--- src/rtl/fetch_sequencer_if.sv ---
// Instruction-memory and datapath-issue bus between the fetch sequencer
// (master) and the program memory / datapath (slave).
interface fetch_sequencer_if #(
  parameter int ADDR_W  = 4,
  parameter int INSTR_W = 20
);
  logic [ADDR_W-1:0]  imem_addr;
  logic [INSTR_W-1:0] imem_instr;
  logic               exec_valid;
  logic               exec_ready;
  logic [3:0]         exec_opcode;
  logic [7:0]         exec_op1;
  logic [7:0]         exec_op2;
  logic               exec_done;

  modport master (
    output imem_addr, exec_valid, exec_opcode, exec_op1, exec_op2,
    input  imem_instr, exec_ready, exec_done
  );

  modport slave (
    input  imem_addr, exec_valid, exec_opcode, exec_op1, exec_op2,
    output imem_instr, exec_ready, exec_done
  );
endinterface

--- src/rtl/fetch_sequencer.sv ---
// Instruction fetch/issue controller. Owns the program counter, latches each
// instruction, executes JMP/HALT locally and hands every other instruction to
// the datapath with a valid/ready handshake followed by a done pulse.
module fetch_sequencer #(
  parameter int         ADDR_W  = 4,
  parameter int         INSTR_W = 20,
  parameter logic [3:0] JMP_OP  = 4'b1110,
  parameter logic [3:0] HALT_OP = 4'b1111
) (
  input  logic                 clk,
  input  logic                 rst_n,
  input  logic                 start,
  fetch_sequencer_if.master    bus,
  output logic [ADDR_W-1:0]    pc,
  output logic                 halted,
  output logic [7:0]           retired
);

  typedef enum logic [2:0] {
    ST_IDLE   = 3'd0,
    ST_FETCH  = 3'd1,
    ST_DECODE = 3'd2,
    ST_ISSUE  = 3'd3,
    ST_WAIT   = 3'd4,
    ST_HALTED = 3'd5
  } state_t;

  state_t             state_r, state_nx_s;
  logic [ADDR_W-1:0]  pc_r, pc_nx_s;
  logic [INSTR_W-1:0] ir_r, ir_nx_s;
  logic [7:0]         retired_r, retired_nx_s;
  logic               exec_valid_r;
  logic               halted_r;
  logic [3:0]         opcode_s;

  // Retired counter increment that sticks at its maximum instead of wrapping.
  function automatic logic [7:0] sat_inc(input logic [7:0] value);
    if (value == 8'hFF) begin
      return 8'hFF;
    end else begin
      return value + 8'd1;
    end
  endfunction

  assign opcode_s = ir_r[INSTR_W-1 -: 4];

  // Next-state, program counter, instruction register and retire-count logic.
  always_comb begin
    state_nx_s   = state_r;
    pc_nx_s      = pc_r;
    ir_nx_s      = ir_r;
    retired_nx_s = retired_r;
    case (state_r)
      ST_IDLE: begin
        pc_nx_s = {ADDR_W{1'b0}};
        if (start) begin
          state_nx_s = ST_FETCH;
        end else begin
          state_nx_s = ST_IDLE;
        end
      end
      ST_FETCH: begin
        ir_nx_s    = bus.imem_instr;
        state_nx_s = ST_DECODE;
      end
      ST_DECODE: begin
        if (opcode_s == HALT_OP) begin
          state_nx_s = ST_HALTED;
        end else if (opcode_s == JMP_OP) begin
          // Target comes from the low bits of op1; the rest is ignored.
          pc_nx_s      = ir_r[8 +: ADDR_W];
          retired_nx_s = sat_inc(retired_r);
          state_nx_s   = ST_FETCH;
        end else begin
          state_nx_s = ST_ISSUE;
        end
      end
      ST_ISSUE: begin
        if (bus.exec_ready) begin
          state_nx_s = ST_WAIT;
        end else begin
          state_nx_s = ST_ISSUE;
        end
      end
      ST_WAIT: begin
        if (bus.exec_done) begin
          pc_nx_s      = pc_r + {{(ADDR_W-1){1'b0}}, 1'b1};
          retired_nx_s = sat_inc(retired_r);
          state_nx_s   = ST_FETCH;
        end else begin
          state_nx_s = ST_WAIT;
        end
      end
      ST_HALTED: begin
        if (start) begin
          pc_nx_s    = {ADDR_W{1'b0}};
          state_nx_s = ST_FETCH;
        end else begin
          state_nx_s = ST_HALTED;
        end
      end
      default: begin
        pc_nx_s    = {ADDR_W{1'b0}};
        state_nx_s = ST_IDLE;
      end
    endcase
  end

  // FSM state register.
  always_ff @(posedge clk or negedge rst_n) begin
    if (!rst_n) begin
      state_r <= ST_IDLE;
    end else begin
      state_r <= state_nx_s;
    end
  end

  // Datapath registers; valid/halted are registered decodes of the next state.
  always_ff @(posedge clk or negedge rst_n) begin
    if (!rst_n) begin
      pc_r         <= {ADDR_W{1'b0}};
      ir_r         <= {INSTR_W{1'b0}};
      retired_r    <= 8'd0;
      exec_valid_r <= 1'b0;
      halted_r     <= 1'b0;
    end else begin
      pc_r         <= pc_nx_s;
      ir_r         <= ir_nx_s;
      retired_r    <= retired_nx_s;
      exec_valid_r <= (state_nx_s == ST_ISSUE);
      halted_r     <= (state_nx_s == ST_HALTED);
    end
  end

  assign bus.imem_addr   = pc_r;
  assign bus.exec_valid  = exec_valid_r;
  assign bus.exec_opcode = opcode_s;
  assign bus.exec_op1    = ir_r[15:8];
  assign bus.exec_op2    = ir_r[7:0];
  assign pc              = pc_r;
  assign halted          = halted_r;
  assign retired         = retired_r;

endmodule

--- src/flat_wrapper.sv ---
// flat-port wrapper written by rule: the top's interface ports become plain ports
module fetch_sequencer_flat 
#(
  parameter int         ADDR_W  = 4,
  parameter int         INSTR_W = 20,
  parameter logic [3:0] JMP_OP  = 4'b1110,
  parameter logic [3:0] HALT_OP = 4'b1111
)
  (clk, rst_n, start, pc, halted, retired, bus_imem_addr, bus_exec_valid, bus_exec_opcode, bus_exec_op1, bus_exec_op2, bus_imem_instr, bus_exec_ready, bus_exec_done);
  fetch_sequencer_if #(.ADDR_W(ADDR_W), .INSTR_W(INSTR_W)) bus_i ();
  input  logic clk;
  input  logic rst_n;
  input  logic start;
  output logic [ADDR_W-1:0] pc;
  output logic halted;
  output logic [7:0] retired;
  output wire logic [$bits(bus_i.imem_addr)-1:0] bus_imem_addr;
  output wire logic [$bits(bus_i.exec_valid)-1:0] bus_exec_valid;
  output wire logic [$bits(bus_i.exec_opcode)-1:0] bus_exec_opcode;
  output wire logic [$bits(bus_i.exec_op1)-1:0] bus_exec_op1;
  output wire logic [$bits(bus_i.exec_op2)-1:0] bus_exec_op2;
  input wire logic [$bits(bus_i.imem_instr)-1:0] bus_imem_instr;
  input wire logic [$bits(bus_i.exec_ready)-1:0] bus_exec_ready;
  input wire logic [$bits(bus_i.exec_done)-1:0] bus_exec_done;
  assign bus_imem_addr = bus_i.imem_addr;
  assign bus_exec_valid = bus_i.exec_valid;
  assign bus_exec_opcode = bus_i.exec_opcode;
  assign bus_exec_op1 = bus_i.exec_op1;
  assign bus_exec_op2 = bus_i.exec_op2;
  assign bus_i.imem_instr = bus_imem_instr;
  assign bus_i.exec_ready = bus_exec_ready;
  assign bus_i.exec_done = bus_exec_done;
  fetch_sequencer #(.ADDR_W(ADDR_W), .INSTR_W(INSTR_W), .JMP_OP(JMP_OP), .HALT_OP(HALT_OP)) u_core (.clk(clk), .rst_n(rst_n), .start(start), .bus(bus_i), .pc(pc), .halted(halted), .retired(retired));
endmodule
--- config.mk ---
export PLATFORM = sky130hd
export DESIGN_NAME = fetch_sequencer_flat
export DESIGN_NICKNAME = d
export VERILOG_FILES = /design/src/rtl/fetch_sequencer_if.sv /design/src/rtl/fetch_sequencer.sv /design/src/flat_wrapper.sv
export SDC_FILE = /design/constraint.sdc
export NUM_CORES = 1
export LEC_CHECK = 0
export CORE_UTILIZATION = 42
export CTS_CLUSTER_SIZE = 25
export DETAILED_ROUTE_END_ITERATION = 16
export PLACE_DENSITY = 0.76
export SKIP_CTS_REPAIR_TIMING = 1
export SKIP_LAST_GASP = 1
export SLEW_MARGIN = 20
export SYNTH_ARGS = -nofsm -noshare
export SYNTH_HDL_FRONTEND = slang
export SYNTH_SLANG_ARGS = --single-unit
--- constraint.sdc ---
create_clock -name clk -period 2.9 [get_ports clk]
set_input_delay 0.87 -clock clk [delete_from_list [all_inputs] [get_ports clk]]
set_output_delay 0.87 -clock clk [all_outputs]
set_load 0.02 [all_outputs]
# ---- Word level (Yosys, flattened, before mapping)
# Index checks and enable logic that the tools add are counted.
dict set report totals {
  ff_bits 37
  input_bits 25
  output_inout_bits 38
  wordCells 45
}
dict set report classes {
  n_addsub 2
  n_eq_ne 14
  muxes 17
  n_bitwise 1
  n_reduce_logical 5
}
# operator count
set ops {}
lappend ops {{$mux W8} 4}
lappend ops {{$pmux W3 S6} 1}
lappend ops {{$mux W4} 4}
lappend ops {{$pmux W4 S4} 1}
lappend ops {{$pmux W8 S2} 1}
lappend ops {{$mux W3} 4}
lappend ops {{$eq A3 B2 Y1 const B} 3}
lappend ops {{$eq A3 B3 Y1 const B} 3}
lappend ops {{$add A8 B1 Y8 const B} 1}
lappend ops {{$eq A4 B4 Y1 const B} 2}
lappend ops {{$eq A8 B8 Y1 const B} 1}
lappend ops {{$ne A2 B2 Y1 const B} 3}
lappend ops {{$reduce_and A5 Y1} 1}
lappend ops {{$add A4 B1 Y4 const B} 1}
lappend ops {{$reduce_and A4 Y1} 1}
lappend ops {{$eq A3 B1 Y1 const B} 1}
lappend ops {{$logic_not A3 Y1} 1}
lappend ops {{$mux W2} 1}
lappend ops {{$ne A2 B1 Y1 const B} 1}
lappend ops {{$reduce_bool A2 Y1} 1}
lappend ops {{$reduce_or A2 Y1} 1}
lappend ops {{$mux W1} 1}
lappend ops {{$not A1 Y1} 1}

# ---- Longest topological paths before layout
dict set report logic_depth {
  word_depth 5
  ltp_mapped 5
  ltp_nobuf 4
}

# ---- Worst setup path before layout
# OpenSTA, ideal clock, no wires.
dict set report synth_timing {
  kind {input to register}
  from {input start}
  to {register u_core.pc_r[2], in the netlist u_core.bus.imem_addr[2]}
  setup_time_ns 0.084
  arrival_ns 1.688
  required_ns 2.816
  slack_ns 1.127
  stages 4
  n_path_buf 0
  cell_sequence {mux2_2 o221ai_1 o21ai_0 o21ai_0}
}
dict set report synth_via {
  elab_chain_cells 2
}
# element line
set synth_lines {}
lappend synth_lines {{from (decl)} flat_wrapper.sv:13} ;# input logic start;
lappend synth_lines {{$ne A2 B2 Y1 (no line)} -}
lappend synth_lines {{$reduce_and A5 Y1 (no line)} -}
lappend synth_lines {{to (signal assigned)} fetch_sequencer.sv:121} ;# pc_r <= {ADDR_W{1'b0}};
lappend synth_lines {{to (signal assigned)} fetch_sequencer.sv:127} ;# pc_r <= pc_nx_s;
lappend synth_lines {{to (decl)} fetch_sequencer.sv:29} ;# logic [ADDR_W-1:0] pc_r, pc_nx_s;
# No other way between the ends.
# A chain may end at the register's enable or synchronous reset.

# ---- Worst setup path in the final report
dict set report layout_timing {
  from {register u_core.pc_r[0], in the netlist u_core.bus.imem_addr[0]}
  to {output pc[0]}
}
# element line
set layout_rtl {}
lappend layout_rtl {{to (decl)} flat_wrapper.sv:14} ;# output logic [ADDR_W-1:0] pc;
# No word-level cell between the ends.

==> summary.md <==
| Metric | Value |
|---|---|
| CTS Buf Count | `5` |
| Vias in the first global route | `1346` |
| Max Freq | `450.1 MHz` |
| Chip height | `65.75 µm` |
| Leakage power | `0.0009922 µW` |
| Non-Filler Instances | `248` |
| CP peak stage delay | `640 ps` |
| Top-count cell post-synth | `dfrtp_1` |
| Final setup vio count | `0` |
| Slew Viols, Final | `0` |
| Hold Fails Final Rpt | `0` |
| H-tree depth | `2` |
| Yosys top cell by area | `dfrtp_1` |
| Post-Syn Instances | `136` |
| GRT met2 Usage | `29.85%` |
| CP endpoint kind | `output port` |
| Clock-pin slew on the worst setup and hold paths | `70 ps` |
| Vias per cell | `5.351` |
| PD cells | `1093 nW/µm²` |
| Syn_area_per_cell | `12.55 µm²` |
| Share of layout cells above drive strength 1 | `20.50%` |
| Total track usage | `18.72%` |
| Max Cap Violations | `0` |
| Synthesis-to-finish area growth | `43.33%` |
| Dpl ws | `465.3 ps` |
| Routed wire length per instance | `14.34 µm` |
| Quantity of I/O buffers inserted on ports | `62` |
| Crit path time final | `2222 ps` |
| Unrepaired setup endpoints after global routing | `false` |
| Clock root buffer | `clkbuf_8` |
| Antenna Cells | `0` |
| Final #Nets | `226` |
| Grt ovf | `0` |
| Setup TNS | `0 ps` |
| CTS Buffer Depth | `2` |
| Max-Slew Margin vs Limit | `46.49%` |
| Fin crit share | `76.61%` |
| Final Util | `64.86%` |
| Worst Path Required | `2030 ps` |
| First-pass DRT Iterations | `4` |
| Post-Route WL | `3557 µm` |
| Post-synth EDFFs | `0` |
| Critical path type | `flop to output port` |
| Worst path cell trace | `clkdlybuf4s50_1` |
| Yosys cell types | `35` |
| Drc violations | `0` |
| Hold WC Path Type | `flop to flop` |
| Core area | `3771 µm²` |
| Critical Path Slowest Stage Cell | `clkdlybuf4s50_1` |
| Met3 usage | `7.292%` |
| Top post-synthesis cells by count | `37 x dfrtp_1, 23 x mux2_2, 8 x nand2_1` |
| Status | `finished, final reports clean` |
| Synth top area share | `54.25%` |
| Fill cells | `276` |
| Most used flip-flop cell after synthesis | `dfrtp_1` |
| Ports | `63` |
| Die area | `4322 µm²` |
| First-pass GRT wire length | `6044 µm` |
| Worst setup margin | `678.4 ps` |
| Post-route ant nets | `0` |
| CP top delay family | `buffers and inverters` |
| Largest cells by area after synthesis | `dfrtp_1 54%, mux2_2 15%, nor3b_4 2.2%` |
| First DRT Iteration DRCs | `75` |
| Number of clock sinks | `37` |
| Post-synthesis net count | `163` |
| Via count | `1327` |
| Asr flop ratio synth | `100.0%` |
| Post-synthesis sequential area ratio | `54.25%` |
| Max IR drop VDD | `717.2 µV` |
| Number of synthesized register bits | `37` |
| Initial core utilization | `45.26%` |
| Worst slew pin tran | `802.7 ps` |
| GRT busiest layer | `met2` |
| Cell Rows | `22` |
| Latest clock arrival within the worst-skew pair | `280 ps` |
| CP Launch Type | `flop` |
| CTS tree | `built` |
| Cell Area, Synth | `1707 µm²` |
| Met1 usage | `20.85%` |
| Initial antenna violation count | `0` |
| Routability Congestion | `0.8350` |
| Setup Skew | `3.596 ps` |
| Buf/Inv on CP | `1` |
| Cell Count Post-Placement | `240` |
| Power, Total | `2675 µW` |
| Worst Path Max Fanout | `6` |
| Dpl hpwl | `2662 µm` |
| Critical Path AT | `1350 ps` |
| Die width | `65.75 µm` |
| Synth Warn # | `0` |
| Pin count of the biggest net entering global routing | `38` |
==> area by class of cell <==
| class | count | area [µm²] | share of cell area [%] |
|---|---|---|---|
| clock buffers | 7 | 96.34 | 3.939 |
| clock inverters | 1 | 5.005 | 0.2046 |
| inverters | 2 | 7.507 | 0.3069 |
| multi-input cells | 90 | 728.2 | 29.77 |
| flip-flops and latches | 37 | 925.9 | 37.85 |
| well taps | 48 | 60.06 | 2.455 |
| repair buffers | 63 | 623.1 | 25.47 |
==> worst paths after layout <==
kind,cells past startpoint,startpoint,slack (ps),to
min reg2reg,1,u_core.ir_r[12],510,u_core.ir_r[12]
max,1,u_core.bus.imem_addr[0],680,pc[0]
max in group asynchronous,1,rst_n,1720,u_core.retired[2]
max reg2reg,4,u_core.state_r[0],1050,u_core.retired[5]
min,1,u_core.ir_r[12],510,u_core.ir_r[12]
min in group asynchronous,1,rst_n,670,u_core.ir_r[15]
==> report_power, final <==
| group | total (µW) | leakage, µW | switching, µW | internal (µW) |
|---|---|---|---|---|
| Sequential | 953 | 0.000454 | 215 | 738 |
| Clock | 383 | 0.0000542 | 168 | 215 |
| Combinational | 1340 | 0.000484 | 620 | 719 |
==> cells in the final DEF, fill, tap and decap left out <==
cell / count
nand3_1: 3
o21ai_0: 7
a211oi_1: 1
nor3b_4: 2
clkbuf_8: 7
o22a_1: 1
nor2b_1: 1
nand4_1: 1
mux2i_1: 1
or3b_2: 1
buf_2: 1
a32oi_1: 1
o221ai_1: 1
and4_1: 1
dfrtp_1: 37
a22oi_1: 2
a21oi_1: 5
clkdlybuf4s50_1: 61
a21boi_0: 1
clkinv_2: 1
or2b_1: 2
nand2b_1: 4
inv_1: 2
nor3_1: 2
buf_4: 1
ha_1: 2
nor2_1: 6
nor4_2: 2
mux2_2: 23
a22oi_2: 1
o22ai_1: 2
or2_2: 1
and2_1: 1
a22o_2: 1
a31oi_1: 1
nand2_1: 8
mux2_1: 3
and4b_1: 2
==> logic make-up (layout without fill, tap and decap cells) <==
| kind of cell | after synthesis | in the layout | synth area share [%] |
|---|---|---|---|
| mux | 27 | 27 | 17.74 |
| buf+inv | 9 | 73 | 3.079 |
| flops | 37 | 37 | 54.25 |
| fa+ha+maj | 2 | 2 | 1.466 |
| simple gates | 37 | 37 | 14.22 |
| compound gates | 24 | 24 | 9.237 |
==> per-stage QoR <==
| step | cell area, µm² | hold slack, ps |
|---|---|---|
| after floorplan | 1707 | 574.4 |
| after global placement | 2345 | 489.4 |
| after detailed placement | 2345 | 495.5 |
| after CTS | 2446 | 511.9 |
| after global routing | 2446 | 518.9 |
| final | 2446 | 507.3 |
==> layer usage <==
layer  vias to the layer above  share of wire (%)  wire length (µm)
li1                        617                  -                 -
met1                       639                 39              1403
met2                        57                 48              1721
met3                        14                9.0               320
met4                         0                3.1               112
met5                         -                  0                 0
==> sequential cells by signal, summed over array words and instances, names as in the netlist <==
| register | count |
|---|---|
| u_core.ir_r | 20 |
| u_core.retired | 8 |
| u_core.bus.imem_addr | 4 |
| u_core.state_r | 3 |
| u_core.bus.exec_valid | 1 |
| u_core.halted | 1 |
Note: power is estimated with default switching activity, not from simulation.
